$ cat config.mk
export PLATFORM = sky130hd
export DESIGN_NAME = pc
export DESIGN_NICKNAME = d
export VERILOG_FILES = /design/src/rtl/pc.sv
export SDC_FILE = /design/constraint.sdc
export NUM_CORES = 1
export LEC_CHECK = 0
export CAP_MARGIN = 20
export CELL_PAD_IN_SITES_DETAIL_PLACEMENT = 1
export CELL_PAD_IN_SITES_GLOBAL_PLACEMENT = 2
export CORE_AREA = 2 2 44 50
export CTS_BUF_LIST = sky130_fd_sc_hd__clkbuf_2 sky130_fd_sc_hd__clkbuf_4 sky130_fd_sc_hd__clkbuf_8
export DETAILED_ROUTE_END_ITERATION = 8
export DIE_AREA = 0 0 46 52
export HOLD_SLACK_MARGIN = 0.15
export PLACE_DENSITY_LB_ADDON = 0.1
export SLEW_MARGIN = 20
export SYNTH_ARGS = -nofsm -noshare
export SYNTH_HDL_FRONTEND = slang
export SYNTH_SLANG_ARGS = --single-unit
$ cat constraint.sdc
create_clock -name clk -period 1.1 [get_ports clk]
set_input_delay 0.275 -clock clk [delete_from_list [all_inputs] [get_ports clk]]
set_output_delay 0.275 -clock clk [all_outputs]
set_load 0.01 [all_outputs]
$ cat src/rtl/pc.sv
// Program counter: holds the instruction address driven to instruction memory.
// Each rising edge it loads a qualified jump target, increments, or holds.
module pc #(
    parameter int DATA_W = 8,
    parameter int ADDR_W = 6   // must not exceed DATA_W
) (
    input  logic              clk,
    input  logic              rst,
    input  logic              IPC,
    input  logic              IMPC,
    input  logic              IJ,
    input  logic [DATA_W-1:0] Din,
    output logic [ADDR_W-1:0] Dout
);

    logic [ADDR_W-1:0] pc_q;
    logic [ADDR_W-1:0] pc_d;

    // Only the low ADDR_W bits of the bus form a jump target; the rest are dropped.
    generate
        if (DATA_W > ADDR_W) begin : g_trunc
            logic unused_din_hi;
            assign unused_din_hi = ^Din[DATA_W-1:ADDR_W];
        end
    endgenerate

    // Next-state: a qualified load beats increment, so a jump lands exactly on the target.
    always_comb begin
        pc_d = pc_q;
        if (IMPC && IJ) begin
            pc_d = Din[ADDR_W-1:0];
        end else if (IPC) begin
            pc_d = pc_q + ADDR_W'(1);   // wraps modulo 2^ADDR_W
        end
    end

    // PC register; reset clears it immediately and discards any pending update.
    always_ff @(posedge clk or posedge rst) begin
        if (rst) begin
            pc_q <= '0;
        end else begin
            pc_q <= pc_d;
        end
    end

    // Address goes out straight from the register, with no logic after it.
    assign Dout = pc_q;

endmodule

# [Word level (Yosys, flattened, before mapping)]
# Index checks and enable logic that the tools add are counted.
[classes] n_addsub=1 muxes=2 reduce_logical=2
[op_table] op="6-bit 2-to-1 mux" count=2
[op_table] op="6-bit by 1-bit adder with 6-bit output (second input constant)" count=1
[op_table] op="2-bit nonzero test" count=1
[op_table] op="1-bit logical AND" count=1
[totals] reg_bits=6 in_bits=13 output_inout_bits=6 wordCells=6

# [Logic depth before layout (Yosys ltp)]
# Gate-level depths: netlist of the first run.
[logic_depth] depth_word=3 depth_mapped=4

# [Worst setup path before layout of the first run]
# Ideal clock, no wire load.
[synth_path] path_type="register to register" startpoint="reg pc_q[0], in the netlist Dout[0]" endpoint="reg pc_q[4], in the netlist Dout[4]" arrival_time_ns=0.980 t_required_ns=0.963 setup_slack_ns=-0.017 stages_incl_launch_ff=5 path_cell_list="dfrtp_1 ha_1 nand4_1 xor2_1 a21oi_1"
[synth_between] elab_chain_cells=3
[synth_rtl] item="start, declared" line_no="16" text="logic [ADDR_W-1:0] pc_q;"
[synth_rtl] item="start signal, assigned" line_no="42" text="pc_q <= pc_d;"
[synth_rtl] item="6-bit by 1-bit adder with 6-bit output" line_no="33" text="pc_d = pc_q + ADDR_W'(1);"
[synth_rtl] item="6-bit 2-to-1 mux" line_no="32" text="end else if (IPC) begin"
[synth_rtl] item="6-bit 2-to-1 mux" line_no="30" text="if (IMPC && IJ) begin"
# No other way between the ends. The select of a mux whose other input is x is not followed.
# A chain may end at the register's enable or synchronous reset.

# [Worst setup path in the final report of the first run]
[layout_path] startpoint="reg pc_q[1], in the netlist Dout[1]" endpoint="out Dout[1]"
[layout_lines] item="end, declared" line_no="13" text="output logic [ADDR_W-1:0] Dout"
# No word-level cell between the ends.

==> flow_metrics.tcl, run 1 <==
set metrics [dict create \
    rsz0062_at_grt "true" \
    dp_hpwl_um 919 \
    rr_worst_depth 5 \
    synth-main-ff-cell "dfrtp_1" \
    reg2reg_slack_ns -0.09 \
    crit_start "Dout[1]" \
    path_class "reg2out" \
    dp_slack_ns -0.396 \
    grt_pass1_vias 390 \
    cts-buffers-inserted 3 \
    coreArea_mm2 0.00191 \
    placed_cells 80 \
    startpoint_type "register" \
    grt_overflow 0 \
    dpl_cell_area_um2 587 \
    fin_cells 86 \
    ys_types 17 \
    highest_layer "met4" \
    violations "negative setup slack" \
    cp-end-kind "primary output" \
    synth_seq_cells 6 \
    syn_inst 35 \
    worstPathArrival_ns 0.92 \
    holdWs_ns 0.235 \
    hold_class "in2async" \
    cp_data_required_time_ns 0.82 \
    htreeDepth 1 \
    slew_headroom_pct 81.7 \
    clk_latency_ns 0.27 \
    postRouteWirelength_mm 1.24 \
    route.met2.wl_um 712 \
    area_growth_pct 94.3 \
    clock_sinks 6 \
    syn-cell-area_um2 327 \
    period_needed_ns 1.19 \
    first_iter_violations 0 \
    clkTransAtPathRegs_ns 0.07 \
    start_util_pct 17.1 \
    grt_max_degree 7 \
    syn-num-nets 49 \
    die_x_um 46 \
    status "complete, but fails checks" \
    avgSynthCellArea_um2 9.33 \
    leakage_nw 0.280 \
    peakVddDrop_mv 0.623 \
    yosysSeqAreaShare_pct 46.0 \
    firstDrtPassIters 1 \
    row_count 17 \
    yosys_warnings 0 \
    worst_pin_slew_ns 0.275 \
    worstReg2RegStart "Dout[1]" \
    die-area_mm2 0.00239 \
    critPathMaxFanout 2 \
    powerDensity_mw_per_mm2 2120 \
    wl_met1_um 447 \
    crit_end "Dout[1]" \
    io_pins 19 \
    place.gp.congestion 0.698 \
    cts_tree "done" \
    slew_violations 0 \
    clock.fmax_mhz 840 \
    antenna_cells 0 \
    cts_root_buf "clkbuf_4" \
    finalHoldViolations 0 \
    worst_slack_ns -0.0900 \
    drive_gt1_share_pct 40.3 \
    met3WireLength_um 61 \
    fill_cells 239 \
    clk_path_buf_depth 2 \
    final_antenna_net_count 0 \
    grt_use_total_pct 12.4 \
    hold_buffers 0 \
    avgRoutedWirePerCell_um 14.5 \
    grt_pass1_wl_mm 1.95 \
    synth_edf_count 0 \
    setup_violations 7 \
    viasPerCell 4.43 \
    largest_reg_flops 6 \
    die_h_um 52 \
    fin_crit_sh_pct 108 \
    drc 0 \
    nNetsFinal 82 \
    fin_area_um2 634 \
    finClkSkew_ns 0.0138 \
    numPortBuffers 16 \
    async_flop_share_pct 100 \
    antenna_found_initial 0 \
    r2r_end "Dout[5]" \
    vias 381 \
    fin_setup_tns_ns -0.339 \
    drv_cap 0 \
]
worst max-delay path: stages, from the launching register on:
cell and delay, ns:
dfrtp_1 0.39, buf_4 0.14, buf_6 0.11
stage by stage:
step	power (mW)	util, %
6_report	1.34	33.1
5_1_grt	1.45	33.1
4_1_cts	1.30	31.9
3_5_place_dp	1.03	30.7
3_3_place_gp	1.01	30.7
2_1_floorplan	0.611	-
Yosys cell counts (all sizes together) (2+ instances only):
library cell | instances | area [um^2]
dfrtp | 6 | 150
nand2 | 2 | 7.51
nand4 | 2 | 12.5
xor2 | 3 | 26.3
nor2 | 6 | 22.5
a21oi | 5 | 25.0
nand3 | 2 | 15.0
per-layer routing:
metal,vias up,global-route usage [%]
li1,184,-
met1,184,13.1
met2,11,19.7
met3,2,4.51
met4,0,8.57
met5,-,0
how the worst min path moves through the flow:
stage,from,endpoint,slack (ns),cells past startpoint
after floorplan,rst,Dout[1],0.07,1
after global placement,rst,Dout[4],0.52,2
after detailed placement,rst,Dout[4],0.53,2
after CTS,rst,Dout[1],0.23,2
after global routing,rst,Dout[1],0.28,2
final,rst,Dout[1],0.23,2
kinds of logic (layout without fill, tap and decap cells):
logic type                 count (synthesis)  in the layout  share of synthesized area [%]
muxes                                      1              1                           3.07
buffers and inverters                      3             35                           5.74
AOI/OAI and AO/OA                          7              7                           11.1
xor gates and xnor gates                   4              4                           10.7
and+or+nand+nor                           13             13                           19.5
DFF                                        6              6                           46.0
adders and majority gates                  1              1                           3.83
power breakdown:
| group | internal (mW) | switching [mW] | leakage [nW] |
|---|---|---|---|
| combinational | 0.401 | 0.293 | 0.195 |
| sequential | 0.305 | 0.0637 | 0.0662 |
| clock | 0.164 | 0.118 | 0.0184 |
| total | 0.870 | 0.475 | 0.280 |
cells in the final DEF, fill, tap and decap left out, drive strengths merged:
| cell type | n |
|---|---|
| buf | 20 |
| xnor2 | 1 |
| a31oi | 1 |
| o21ai | 1 |
| clkbuf | 4 |
| nand4 | 2 |
| mux2i | 1 |
| xor2 | 3 |
| inv | 1 |
| a21oi | 5 |
| clkdlybuf4s50 | 10 |
| ha | 1 |
| nand2 | 2 |
| dfrtp | 6 |
| nand3 | 2 |
| or3 | 1 |
| nor2 | 6 |
timing repair:
item	4_1_cts	5_1_grt
pin swaps	8	3
buffers inserted	1	1
resized for setup	28	2
setup endpoints to repair	9	9
area by class of cell:
class | instances | area (um^2) | share of cell area, %
sequential | 6 | 151 | 23.9
clock buffer | 4 | 30.0 | 4.73
multi-input combinational | 26 | 170 | 26.8
inverter | 1 | 3.75 | 0.592
tap | 19 | 23.8 | 3.75
timing repair buffer | 30 | 255 | 40.2
Note: power is estimated with default switching activity, not from simulation.
==> run 2, diff against run 1 <==
- CORE_AREA: 2 2 44 50 -> 2 2 45 51
- CTS_BUF_LIST: sky130_fd_sc_hd__clkbuf_2 sky130_fd_sc_hd__clkbuf_4 sky130_fd_sc_hd__clkbuf_8 -> not set
- CTS_CLUSTER_DIAMETER: not set -> 100
- DIE_AREA: 0 0 46 52 -> 0 0 47 53
- MAX_ROUTING_LAYER: not set -> met4
==> flow_metrics.tcl, run 2 (synthesized netlist as in run 1, its figures left out) <==
set metrics [dict create \
    drc 0 \
    drv_cap 0 \
    fin_crit_sh_pct 104 \
    clock_sinks 6 \
    rsz0062_at_grt "true" \
    firstDrtPassIters 4 \
    fin_area_um2 624 \
    drive_gt1_share_pct 39.1 \
    cp-end-kind "register" \
    numPortBuffers 16 \
    vias 366 \
    avgRoutedWirePerCell_um 11.3 \
    fin_setup_tns_ns -0.130 \
    first_iter_violations 2 \
    start_util_pct 16.7 \
    largest_reg_flops 6 \
    critPathMaxFanout 4 \
    hold_buffers 0 \
    finalPower_mw 1.23 \
    path_class "reg2reg" \
    placed_cells 86 \
    final_common_cell "clkdlybuf4s50_1" \
    area_growth_pct 91.2 \
    cts_root_buf "clkbuf_4" \
    worst_slack_ns -0.0441 \
    fin_cells 92 \
    hold_class "in2async" \
    place.gp.congestion 0.711 \
    peakVddDrop_mv 0.620 \
    row_count 17 \
    antenna_found_initial 0 \
    final_util_pct 31.9 \
    status "complete, but fails checks" \
    leakage_nw 0.268 \
    period_needed_ns 1.14 \
    mostFrequentLayoutCells "clkdlybuf4s50_1, buf_4, nor2_1, buf_2, a21oi_1" \
    viasPerCell 3.98 \
    final_antenna_net_count 0 \
    die_h_um 53 \
    die_x_um 47 \
    rr_worst_depth 5 \
    slew_violations 0 \
    grt_pass1_wl_mm 1.78 \
    clk_path_buf_depth 2 \
    dpl_cell_area_um2 588 \
    nNetsFinal 79 \
    worst_pin_slew_ns 0.271 \
    dp_slack_ns -0.351 \
    finClkSkew_ns 0.00612 \
    grt_pass1_vias 416 \
    postRouteWirelength_mm 1.04 \
    htreeDepth 1 \
    clk_latency_ns 0.25 \
    violations "negative setup slack" \
    grt_use_total_pct 10.8 \
    powerDensity_mw_per_mm2 1970 \
    cts-buffers-inserted 3 \
    grt_max_degree 13 \
    finalHoldViolations 0 \
    cts_tree "done" \
    holdWs_ns 0.254 \
    slew_headroom_pct 81.9 \
    antenna_cells 0 \
    io_pins 19 \
    grt_overflow 0 \
    cp_data_required_time_ns 1.23 \
    startpoint_type "register" \
    die-area_mm2 0.00249 \
    coreArea_mm2 0.00196 \
    clkTransAtPathRegs_ns 0.06 \
    clock.fmax_mhz 874 \
    worstPathArrival_ns 1.27 \
    setup_violations 4 \
]
==> run 2: worst max-delay path: stages (launching register included) <==
cell,delay (ns)
dfrtp_2,0.42
buf_4,0.13
buf_4,0.13
nand4_1,0.08
xor2_1,0.16
a21oi_1,0.09
==> run 2: worst paths after layout <==
path	startpoint	to	slack, ns
max in group asynchronous	rst	Dout[0]	0.62
min in group clk	IPC	Dout[5]	0.60
setup / recovery	Dout[0]	Dout[3]	-0.04
hold / removal	rst	Dout[5]	0.25
setup reg to reg	Dout[0]	Dout[3]	-0.04
hold reg to reg	Dout[1]	Dout[1]	0.65
==> run 2: repair_timing <==
item	in CTS	in global routing
pin swaps	4	4
resized for setup	27	4
setup buffers	2	0
setup endpoints to repair	10	8
==> run 2: where the power goes <==
part / switching (mW) / total, mW / internal, mW
combinational: 0.281 / 0.634 / 0.352
sequential: 0.0583 / 0.366 / 0.308
clock: 0.0947 / 0.233 / 0.138
==> run 2: routing by layer <==
| metal | GRT usage [%] | wire [um] | vias up |
|---|---|---|---|
| li1 | - | - | 179 |
| met1 | 12.6 | 415 | 173 |
| met2 | 17.1 | 548 | 14 |
| met3 | 2.05 | 76 | 0 |
| met4 | 5.56 | 0 | 0 |
| met5 | - | 0 | - |
==> run 2: area by class of cell <==
cell class | instances | area [um^2]
Fill cell | 254 | 1330
Multi-Input combinational cell | 26 | 175
Inverter | 1 | 3.75
Timing Repair Buffer | 27 | 231
Tap cell | 28 | 35.0
Sequential cell | 6 | 153
Clock buffer | 4 | 26.3
